`src/rtl/dram_pkg.sv`:
```
// Shared command codes, FSM state encoding and small elaboration helpers
// for the DRAM command responder.
package dram_pkg;

  typedef enum logic [1:0] {
    CMD_ACT = 2'b00,
    CMD_RD  = 2'b01,
    CMD_WR  = 2'b10,
    CMD_PRE = 2'b11
  } cmd_e;

  typedef enum logic [1:0] {
    IDLE = 2'b00,
    WAIT = 2'b01,
    ACK  = 2'b10
  } state_e;

  // Index width for a one-hot vector; never narrower than one bit.
  function automatic int idx_w(input int w);
    return (w > 1) ? $clog2(w) : 1;
  endfunction

  function automatic int max4(input int a, input int b, input int c, input int d);
    int m;
    m = a;
    if (b > m) m = b;
    if (c > m) m = c;
    if (d > m) m = d;
    return m;
  endfunction

endpackage

```
`src/rtl/dram_onehot_enc.sv`:
```
// One-hot to binary encoder. The index reports the lowest set bit (0 when
// the vector is empty); o_one_hot_ok is set only when exactly one bit is set.
module dram_onehot_enc
  import dram_pkg::*;
#(
  parameter int WIDTH = 8
) (
  input  logic [WIDTH-1:0]        i_vec,
  output logic [idx_w(WIDTH)-1:0] o_idx,
  output logic                    o_one_hot_ok
);

  localparam int IW = idx_w(WIDTH);

  // Scan from the top down so the lowest set bit wins.
  always_comb begin
    o_idx = '0;
    for (int i = WIDTH - 1; i >= 0; i--) begin
      if (i_vec[i]) o_idx = IW'(i);
    end
  end

  // Power-of-two test: non-zero with no second bit set.
  always_comb begin
    o_one_hot_ok = (i_vec != '0) && ((i_vec & (i_vec - WIDTH'(1))) == '0);
  end

endmodule

```
`src/rtl/dram_cmd_responder.sv`:
```
// Device-side responder for the four-phase cmd_req/cmd_ack handshake.
// Latches a command, waits its timing latency, acknowledges, tracks the
// open row per bank and flags protocol/timing-rule violations.
module dram_cmd_responder
  import dram_pkg::*;
#(
  parameter int NUM_OF_BANKS = 8,
  parameter int NUM_OF_ROWS  = 128,
  parameter int NUM_OF_COLS  = 8,
  parameter int T_RCD        = 3,
  parameter int T_CAS        = 2,
  parameter int T_WR         = 2,
  parameter int T_RP         = 3
) (
  input  logic                             i_clk,
  input  logic                             i_rst,
  input  logic                             i_cmd_req,
  input  logic [1:0]                       i_cmd,
  input  logic [NUM_OF_BANKS-1:0]          i_bank_sel,
  input  logic [NUM_OF_ROWS-1:0]           i_row_sel,
  input  logic [NUM_OF_COLS-1:0]           i_col_sel,
  output logic                             o_cmd_ack,
  output logic                             o_cmd_err,
  output logic [idx_w(NUM_OF_BANKS)-1:0]   o_bank_id,
  output logic [idx_w(NUM_OF_ROWS)-1:0]    o_row_id,
  output logic [idx_w(NUM_OF_COLS)-1:0]    o_col_id,
  output logic                             o_bank_rw,
  output logic [NUM_OF_BANKS-1:0]          o_bank_open,
  output logic                             o_busy
);

  localparam int BW   = idx_w(NUM_OF_BANKS);
  localparam int RW   = idx_w(NUM_OF_ROWS);
  localparam int CLW  = idx_w(NUM_OF_COLS);
  localparam int TMAX = max4(T_RCD, T_CAS, T_WR, T_RP);
  localparam int CNTW = $clog2(TMAX) + 1;

  logic [BW-1:0]   w_bank_idx;
  logic [RW-1:0]   w_row_idx;
  logic [CLW-1:0]  w_col_idx;
  logic            w_bank_ok, w_row_ok, w_col_ok;
  logic            w_sel_ok;
  logic [CNTW-1:0] w_lat;
  logic            w_open_cur;
  logic            w_err;

  state_e                       r_state;
  cmd_e                         r_cmd;
  logic [CNTW-1:0]              r_cnt;
  logic                         r_sel_ok;
  logic                         r_cmd_ack;
  logic                         r_cmd_err;
  logic [BW-1:0]                r_bank_id;
  logic [RW-1:0]                r_row_id;
  logic [CLW-1:0]               r_col_id;
  logic                         r_bank_rw;
  logic                         r_busy;
  logic [NUM_OF_BANKS-1:0]      r_bank_open;
  logic [NUM_OF_BANKS-1:0][RW-1:0] r_open_row;

  dram_onehot_enc #(.WIDTH(NUM_OF_BANKS)) u_bank_enc (
    .i_vec(i_bank_sel), .o_idx(w_bank_idx), .o_one_hot_ok(w_bank_ok));
  dram_onehot_enc #(.WIDTH(NUM_OF_ROWS)) u_row_enc (
    .i_vec(i_row_sel), .o_idx(w_row_idx), .o_one_hot_ok(w_row_ok));
  dram_onehot_enc #(.WIDTH(NUM_OF_COLS)) u_col_enc (
    .i_vec(i_col_sel), .o_idx(w_col_idx), .o_one_hot_ok(w_col_ok));

  // Select legality and latency for the incoming command; only the selects
  // the command actually uses take part in the one-hot check.
  always_comb begin
    w_sel_ok = w_bank_ok;
    w_lat    = CNTW'(T_RP - 1);
    case (i_cmd)
      CMD_ACT: begin w_sel_ok = w_bank_ok & w_row_ok; w_lat = CNTW'(T_RCD - 1); end
      CMD_RD:  begin w_sel_ok = w_bank_ok & w_col_ok; w_lat = CNTW'(T_CAS - 1); end
      CMD_WR:  begin w_sel_ok = w_bank_ok & w_col_ok; w_lat = CNTW'(T_WR - 1);  end
      default: begin w_sel_ok = w_bank_ok;            w_lat = CNTW'(T_RP - 1);  end
    endcase
  end

  // Rule check on the latched command; bank state cannot move during WAIT,
  // so evaluating it at the ack edge sees the same state as at latch time.
  always_comb begin
    w_open_cur = r_bank_open[r_bank_id];
    w_err      = !r_sel_ok
               || ((r_cmd == CMD_ACT) && w_open_cur)
               || (((r_cmd == CMD_RD) || (r_cmd == CMD_WR)) && !w_open_cur);
  end

  // Handshake FSM: latch, count down the latency, ack, wait for req release.
  always_ff @(posedge i_clk or posedge i_rst) begin
    if (i_rst) begin
      r_state     <= IDLE;
      r_cmd       <= CMD_ACT;
      r_cnt       <= '0;
      r_sel_ok    <= 1'b0;
      r_cmd_ack   <= 1'b0;
      r_cmd_err   <= 1'b0;
      r_bank_id   <= '0;
      r_row_id    <= '0;
      r_col_id    <= '0;
      r_bank_rw   <= 1'b0;
      r_busy      <= 1'b0;
      r_bank_open <= '0;
      r_open_row  <= '0;
    end else begin
      case (r_state)
        IDLE: begin
          if (i_cmd_req) begin
            r_cmd     <= cmd_e'(i_cmd);
            r_bank_id <= w_bank_idx;
            // RD/WR/PRE report the row currently recorded for the bank.
            r_row_id  <= (i_cmd == CMD_ACT) ? w_row_idx : r_open_row[w_bank_idx];
            r_col_id  <= w_col_idx;
            r_bank_rw <= (i_cmd == CMD_WR);
            r_sel_ok  <= w_sel_ok;
            r_cnt     <= w_lat;
            r_busy    <= 1'b1;
            r_state   <= WAIT;
          end
        end
        WAIT: begin
          if (r_cnt == '0) begin
            r_cmd_ack <= 1'b1;
            r_cmd_err <= w_err;
            if (!w_err) begin
              case (r_cmd)
                CMD_ACT: begin
                  r_bank_open[r_bank_id] <= 1'b1;
                  r_open_row[r_bank_id]  <= r_row_id;
                end
                CMD_PRE: r_bank_open[r_bank_id] <= 1'b0;
                default: ;
              endcase
            end
            r_state <= ACK;
          end else begin
            r_cnt <= r_cnt - CNTW'(1);
          end
        end
        ACK: begin
          if (!i_cmd_req) begin
            r_cmd_ack <= 1'b0;
            r_cmd_err <= 1'b0;
            r_busy    <= 1'b0;
            r_state   <= IDLE;
          end
        end
        default: r_state <= IDLE;
      endcase
    end
  end

  assign o_cmd_ack   = r_cmd_ack;
  assign o_cmd_err   = r_cmd_err;
  assign o_bank_id   = r_bank_id;
  assign o_row_id    = r_row_id;
  assign o_col_id    = r_col_id;
  assign o_bank_rw   = r_bank_rw;
  assign o_bank_open = r_bank_open;
  assign o_busy      = r_busy;

endmodule

```
`config.mk`:
```
export PLATFORM = sky130hd
export DESIGN_NAME = dram_cmd_responder
export DESIGN_NICKNAME = d
export VERILOG_FILES = /design/src/rtl/dram_pkg.sv /design/src/rtl/dram_onehot_enc.sv /design/src/rtl/dram_cmd_responder.sv
export SDC_FILE = /design/constraint.sdc
export NUM_CORES = 1
export LEC_CHECK = 0
export CORE_ASPECT_RATIO = 1.25
export CORE_MARGIN = 5
export CORE_UTILIZATION = 35
export DETAILED_ROUTE_END_ITERATION = 7
export HOLD_SLACK_MARGIN = 0.12
export MAX_ROUTING_LAYER = met4
export PLACE_DENSITY = 0.59
export SETUP_SLACK_MARGIN = 0.1
export SLEW_MARGIN = 20
export SYNTH_ARGS = -nofsm -noshare
export SYNTH_HDL_FRONTEND = slang
export SYNTH_SLANG_ARGS = --single-unit
```
`constraint.sdc`:
```
create_clock -name i_clk -period 4.64 [get_ports i_clk]
set_clock_uncertainty 0.2 [all_clocks]
set_input_delay 0.464 -clock i_clk [delete_from_list [all_inputs] [get_ports i_clk]]
set_output_delay 0.464 -clock i_clk [all_outputs]
set_load 0.05 [all_outputs]
```
==> results.cfg, run 1 <==
[worst_setup_path]
crit_chain = clkdlybuf4s50_1 > or4_1 > or4_1 > or4_1 > o41ai_2 > o211ai_1 > a2111oi_0 > and4b_1 > nand4_1 > o21ai_1
cp_num_buf_inv = 1
crit_required_ns = 4.70
endpoint_kind = flop
arrival_ns = 4.44
cpPeakStageDelay_ns = 0.68
cp_common_cell = or4_1
worst_setup_path_start_kind = input pin
cp_max_fo = 5
cp_top_family = simple AND/OR/NAND/NOR gates
critical_path_class = in2reg
critPathSlowestCell = or4_1

[global_route]
grt_pass1_wl_um = 45700
grt_util_met3 = 0.0315
antenna_found_initial = 0
busiest_layer = met2
grt_max_degree = 54
grt.overflow.total = 0
grt_pass1_vias = 8247
grt_use_met1 = 0.282
met2_usage = 0.405
grt_use_total = 0.236

[floorplanning]
rows = 60
io_pins = 174
coreArea_mm2 = 0.0215
die_w_um = 142
die-area_mm2 = 0.0249
die_h_um = 175
initial_core_util = 0.355

[cells_and_area]
syn2layout_area_growth_pct = 34.9
fillers = 2113
seq_area_mm2 = 0.00223
stdcell_count = 1415
n_antenna_cell = 0
multi_input_area_mm2 = 0.00512
final_common_cell = clkdlybuf4s50_1
nNetsFinal = 1287
drive_gt1_frac = 0.164
final_cell_mix = clkdlybuf4s50_1 (173), nor2_1 (101), dfrtp_1 (89), nand2_1 (76), o21ai_0 (70)

[yosys]
synth-seq-cells = 89
yosysTopAreaCell = dfrtp_1
synthCells = 917
synth_top_area_frac = 0.292
synth_edf_count = 0
syn_area_mm2 = 0.00764
syn_nets = 1073
synthArstFlopShare = 1.00
synth_area_per_cell_um2 = 8.33
ys_types = 79
synth_flop_cell = dfrtp_1
ys_top_cells_by_area = dfrtp_1 (29%), mux2_2 (9.0%), nor2_1 (5.0%)
yosysSeqAreaShare = 0.292
yosys_warnings = 0

[power]
ir_worst_vdd_v = 0.000205
powerDensity_mw_per_mm2 = 246
power_leakage_uw = 0.00399

[clock_network]
cts_max_level = 3
cts.sinks = 89
clockBufferDepth = 2
clockRootBuffer = clkbuf_16
cts_setup_buffers = 0
cts_tree = yes
cts_resized = 0
numCtsBuffers = 9
clk_latency_ns = 0.34
clkTransAtPathRegs_ns = 0.06
hold_buffers = 0

[sta]
drv_slew = 0
min_period_over_period = 0.943
setup_violations = 0
period_needed_ns = 4.38
grt_setup_unrepaired = no
worstMarginPinSlew_ns = 0.785
whs_ns = 0.155
clock.fmax_mhz = 229
setup_tns_ns = 0
hold_viol_final = 0
relSlewSlack = 0.463

[detailed_routing]
first_iter_violations = 566
wl_um = 29500
drt_pass1_iterations = 5
via_per_inst = 6.00
avgRoutedWirePerCell_um = 20.9
drc = 0
num_vias = 8484
postRouteAntennaNets = 0

[job]
max-cap-violations = 0

[place]
detailed_place_hpwl_um = 24100
place_inst = 1399
gp_congestion = 0.986
io_buffers = 173

[worst_hold_path]
hp-class = in2async

[run_status]
status = completed
registers in the layout, indices dropped and copies added (netlist names), 2 cells and up, named ones only:
signal and flops:
o_row_id 7, r_cmd 2, o_col_id 3, o_bank_id 3
r_open_row 56, r_state 2, r_cnt 3
Yosys cell counts, types with 7 or more instances:
master,instances
a2111oi_0,12
a21oi_1,57
clkbuf_1,22
dfrtp_1,89
ha_1,7
inv_1,45
mux2_2,61
mux4_2,16
nand2_1,76
nand3_1,22
nand4_1,20
nor2_1,101
nor3_1,46
nor4_1,36
o2111ai_1,7
o211ai_1,9
o21a_1,8
o21ai_0,70
o21bai_1,8
o31ai_1,25
o41ai_1,12
or2_2,10
or3_1,10
or4_1,24
where the power goes:
part           internal [uW]  switching (uW)  leakage [uW]  total [uW]
combinational            369             556       0.00264         926
clock                    378             295      0.000135         673
sequential               850            83.2       0.00121         933
total                   1600             935       0.00399        2530
area by class of cell:
type | count | share of cell area
flip-flops and latches | 89 | 0.216
multi-input cells | 756 | 0.497
well taps | 279 | 0.0339
clock inverters | 6 | 0.00413
repair buffers | 230 | 0.209
inverters | 45 | 0.0165
clock buffers | 10 | 0.0232
worst paths after layout:
path | from | to | slack, ns | cells past startpoint
setup / recovery | i_row_sel[19] | r_sel_ok$_DFFE_PP0P_ | 0.26 | 10
hold / removal | i_rst | r_open_row[25]$_DFFE_PP0P_ | 0.16 | 2
setup reg to reg | o_bank_id[1]$_DFFE_PP0P_ | r_open_row[44]$_DFFE_PP0P_ | 1.14 | 8
hold reg to reg | o_col_id[1]$_DFFE_PP0P_ | o_col_id[1]$_DFFE_PP0P_ | 0.28 | 2
max in group asynchronous | i_rst | r_open_row[21]$_DFFE_PP0P_ | 3.17 | 3
min in group i_clk | o_col_id[1]$_DFFE_PP0P_ | o_col_id[1]$_DFFE_PP0P_ | 0.28 | 2
cells by family after synthesis:
kind of cell               after synthesis  synth area share
adders and majority gates               10            0.0154
buffers and inverters                   72            0.0387
muxes                                   81             0.142
xor gates and xnor gates                 1           0.00115
and+or+nand+nor                        395             0.273
AOI/OAI and AO/OA                      269             0.238
DFF                                     89             0.292
metal layers:
layer | wire length [um] | vias to the layer above
li1 | - | 4023
met1 | 11800 | 4082
met2 | 14800 | 320
met3 | 1860 | 59
met4 | 1090 | 0
met5 | 0 | -
worst reg2reg max path: stages, from the launching register on:
cell and delay, ns:
dfrtp_1 0.57, mux4_2 0.56, mux2_2 0.29, nand2_1 0.07, nand2_1 0.07, nor4_1 0.59, and2_1 0.29, nand3_1 0.34
mux2_2 0.41
stage by stage:
step	cell area [um^2]	total power [uW]	utilization	setup WS [ns]
after floorplan	7640	1430	-	1.04
after global placement	10000	1870	0.465	0.0444
after detailed placement	10000	1870	0.465	0.00298
after CTS	10300	2560	0.479	0.357
after global routing	10300	2680	0.479	0.191
final	10300	2530	0.479	0.265
Power figures use the tool's default switching activity.
==> inputs of run 2 (changes only) <==
--- a/config.mk
+++ b/config.mk
@@ -5,9 +5,9 @@
 export SDC_FILE = /design/constraint.sdc
 export NUM_CORES = 1
 export LEC_CHECK = 0
-export CORE_ASPECT_RATIO = 1.25
 export CORE_MARGIN = 5
 export CORE_UTILIZATION = 35
+export CTS_CLUSTER_DIAMETER = 50
 export DETAILED_ROUTE_END_ITERATION = 7
 export HOLD_SLACK_MARGIN = 0.12
 export MAX_ROUTING_LAYER = met4
==> run 2 against run 1 <==
Clock power rose by 7.9%. Flip-flop and latch count did not move. Critical path depth did not move. Die area barely moved. Fmax rose by 4.3%. Critical endpoint unchanged. Largest power group unchanged.
==> results.cfg, run 2 (synthesis results as in run 1) <==
[clock_network]
clockBufferDepth = 2
clkTransAtPathRegs_ns = 0.06
cts_tree = yes
cts_resized = 0
clk_latency_ns = 0.34
hold_buffers = 0
cts_max_level = 3
cts_setup_buffers = 0
numCtsBuffers = 9
clockRootBuffer = clkbuf_16
cts.sinks = 89

[floorplanning]
io_pins = 174
die_h_um = 158
initial_core_util = 0.352
coreArea_mm2 = 0.0217
die_w_um = 158
die-area_mm2 = 0.0249
rows = 54

[cells_and_area]
multi_input_area_mm2 = 0.00512
stdcell_count = 1412
drive_gt1_frac = 0.155
post-route-util = 0.473
final_common_cell = clkdlybuf4s50_1
regMostFlops = r_open_row
syn2layout_area_growth_pct = 34.4
seq_area_mm2 = 0.00223
final_cell_mix = clkdlybuf4s50_1 (173), nor2_1 (101), dfrtp_1 (89), nand2_1 (76), o21ai_0 (70)
fillers = 2076
nNetsFinal = 1277
largest_reg_flops = 56

[power]
ir_worst_vdd_v = 0.000242
powerDensity_mw_per_mm2 = 252
power_uw = 2590
power_leakage_uw = 0.00395

[worst_setup_path]
timing.rr.start = o_bank_id[1]$_DFFE_PP0P_
worst_setup_path_start_kind = input pin
critical_path_class = in2reg
cpPeakStageDelay_ns = 0.72
cp_num_buf_inv = 1
crit_cells = 10
cp_top_family = simple AND/OR/NAND/NOR gates
arrival_ns = 4.25
r2r_slack_ns = 1.02
cp_max_fo = 9
critPathSlowestCell = or4_1
crit_chain = clkdlybuf4s50_1 > or4_1 > or4_1 > or4_1 > o41ai_2 > o211ai_1 > a2111oi_0 > and4b_1 > nand4_1 > o21ai_1
cp_common_cell = or4_1
timing.rr.end = r_open_row[43]$_DFFE_PP0P_
crit_start = i_row_sel[26]
endpoint_kind = flop
crit_required_ns = 4.70
worstSetupEndpoint = r_sel_ok$_DFFE_PP0P_
reg2reg_depth = 8

[sta]
period_needed_ns = 4.20
setup_tns_ns = 0
worstMarginPinSlew_ns = 0.856
layout_setup_ws_ns = 0.444
drv_slew = 0
clock.fmax_mhz = 238
grt_setup_unrepaired = no
hold_viol_final = 0
relSlewSlack = 0.426
min_period_over_period = 0.904
setup_violations = 0

[job]
max-cap-violations = 0

[global_route]
grt_max_degree = 41
grt.overflow.total = 0
grt_pass1_vias = 8195
antenna_found_initial = 3
grt_pass1_wl_um = 45900
grt_use_total = 0.239

[run_status]
status = completed

[detailed_routing]
via_per_inst = 6.06
first_iter_violations = 849
avgRoutedWirePerCell_um = 21.1
drt_pass1_iterations = 5
wl_um = 29700
num_vias = 8562
postRouteAntennaNets = 0
drc = 0

[place]
dp_slack_ns = 0.152
detailed_place_hpwl_um = 23700
place_inst = 1390
gp_congestion = 1.07
io_buffers = 173

[worst_hold_path]
hp-class = reg2reg
hp-start = o_cmd_ack$_DFFE_PP0P_
## run 2: changes by cell type in the layout (fill, tap and decap cells not counted), sizes merged
cell	change
clkbuf	+1
bufinv	+1
buf	-10
clkinvlp	-1
diode	+6
clkinv	-1
## run 2: power by group
part,switching (uW),total [uW],internal (uW)
Sequential,83.0,933,850
Clock,304,726,422
Combinational,563,929,366
Total,950,2590,1640
## run 2: how the worst min path moves through the flow
stage	cells past startpoint	endpoint
after detailed placement	2	o_col_id[1]$_DFFE_PP0P_
final	2	o_cmd_ack$_DFFE_PP0P_
after CTS	2	o_cmd_ack$_DFFE_PP0P_
after global placement	2	o_bank_rw$_DFFE_PP0P_
after floorplan	1	r_open_row[11]$_DFFE_PP0P_
after global routing	2	o_cmd_ack$_DFFE_PP0P_
## run 2: final cells by class
type	instances	share of cell area
multi-input cells	756	0.499
flip-flops and latches	89	0.217
repair buffers	220	0.203
well taps	280	0.0341
clock buffers	11	0.0227
inverters	45	0.0166
clock inverters	5	0.00622
diodes	6	0.00146
## run 2: per-stage QoR
stage | hold WS [ns] | instance area (um^2)
3_3_place_gp | 0.262 | 9950
3_5_place_dp | 0.270 | 9950
2_1_floorplan | 0.274 | 7640
5_1_grt | 0.300 | 10300
4_1_cts | 0.291 | 10300
6_report | 0.287 | 10300
## run 2: worst reg2reg max path: cells and delay by family (launching register included)
kind,cells,cell delay (ns)
simple gates,5,1.48
mux,3,1.27
flops,1,0.57
## run 2: routing by layer
layer,vias to the layer above,share of wire,track usage
met1,4124,0.45,0.331
met5,-,0,-
met4,0,0.023,0.0684
li1,4015,-,-
met3,47,0.084,0.0446
met2,376,0.45,0.359
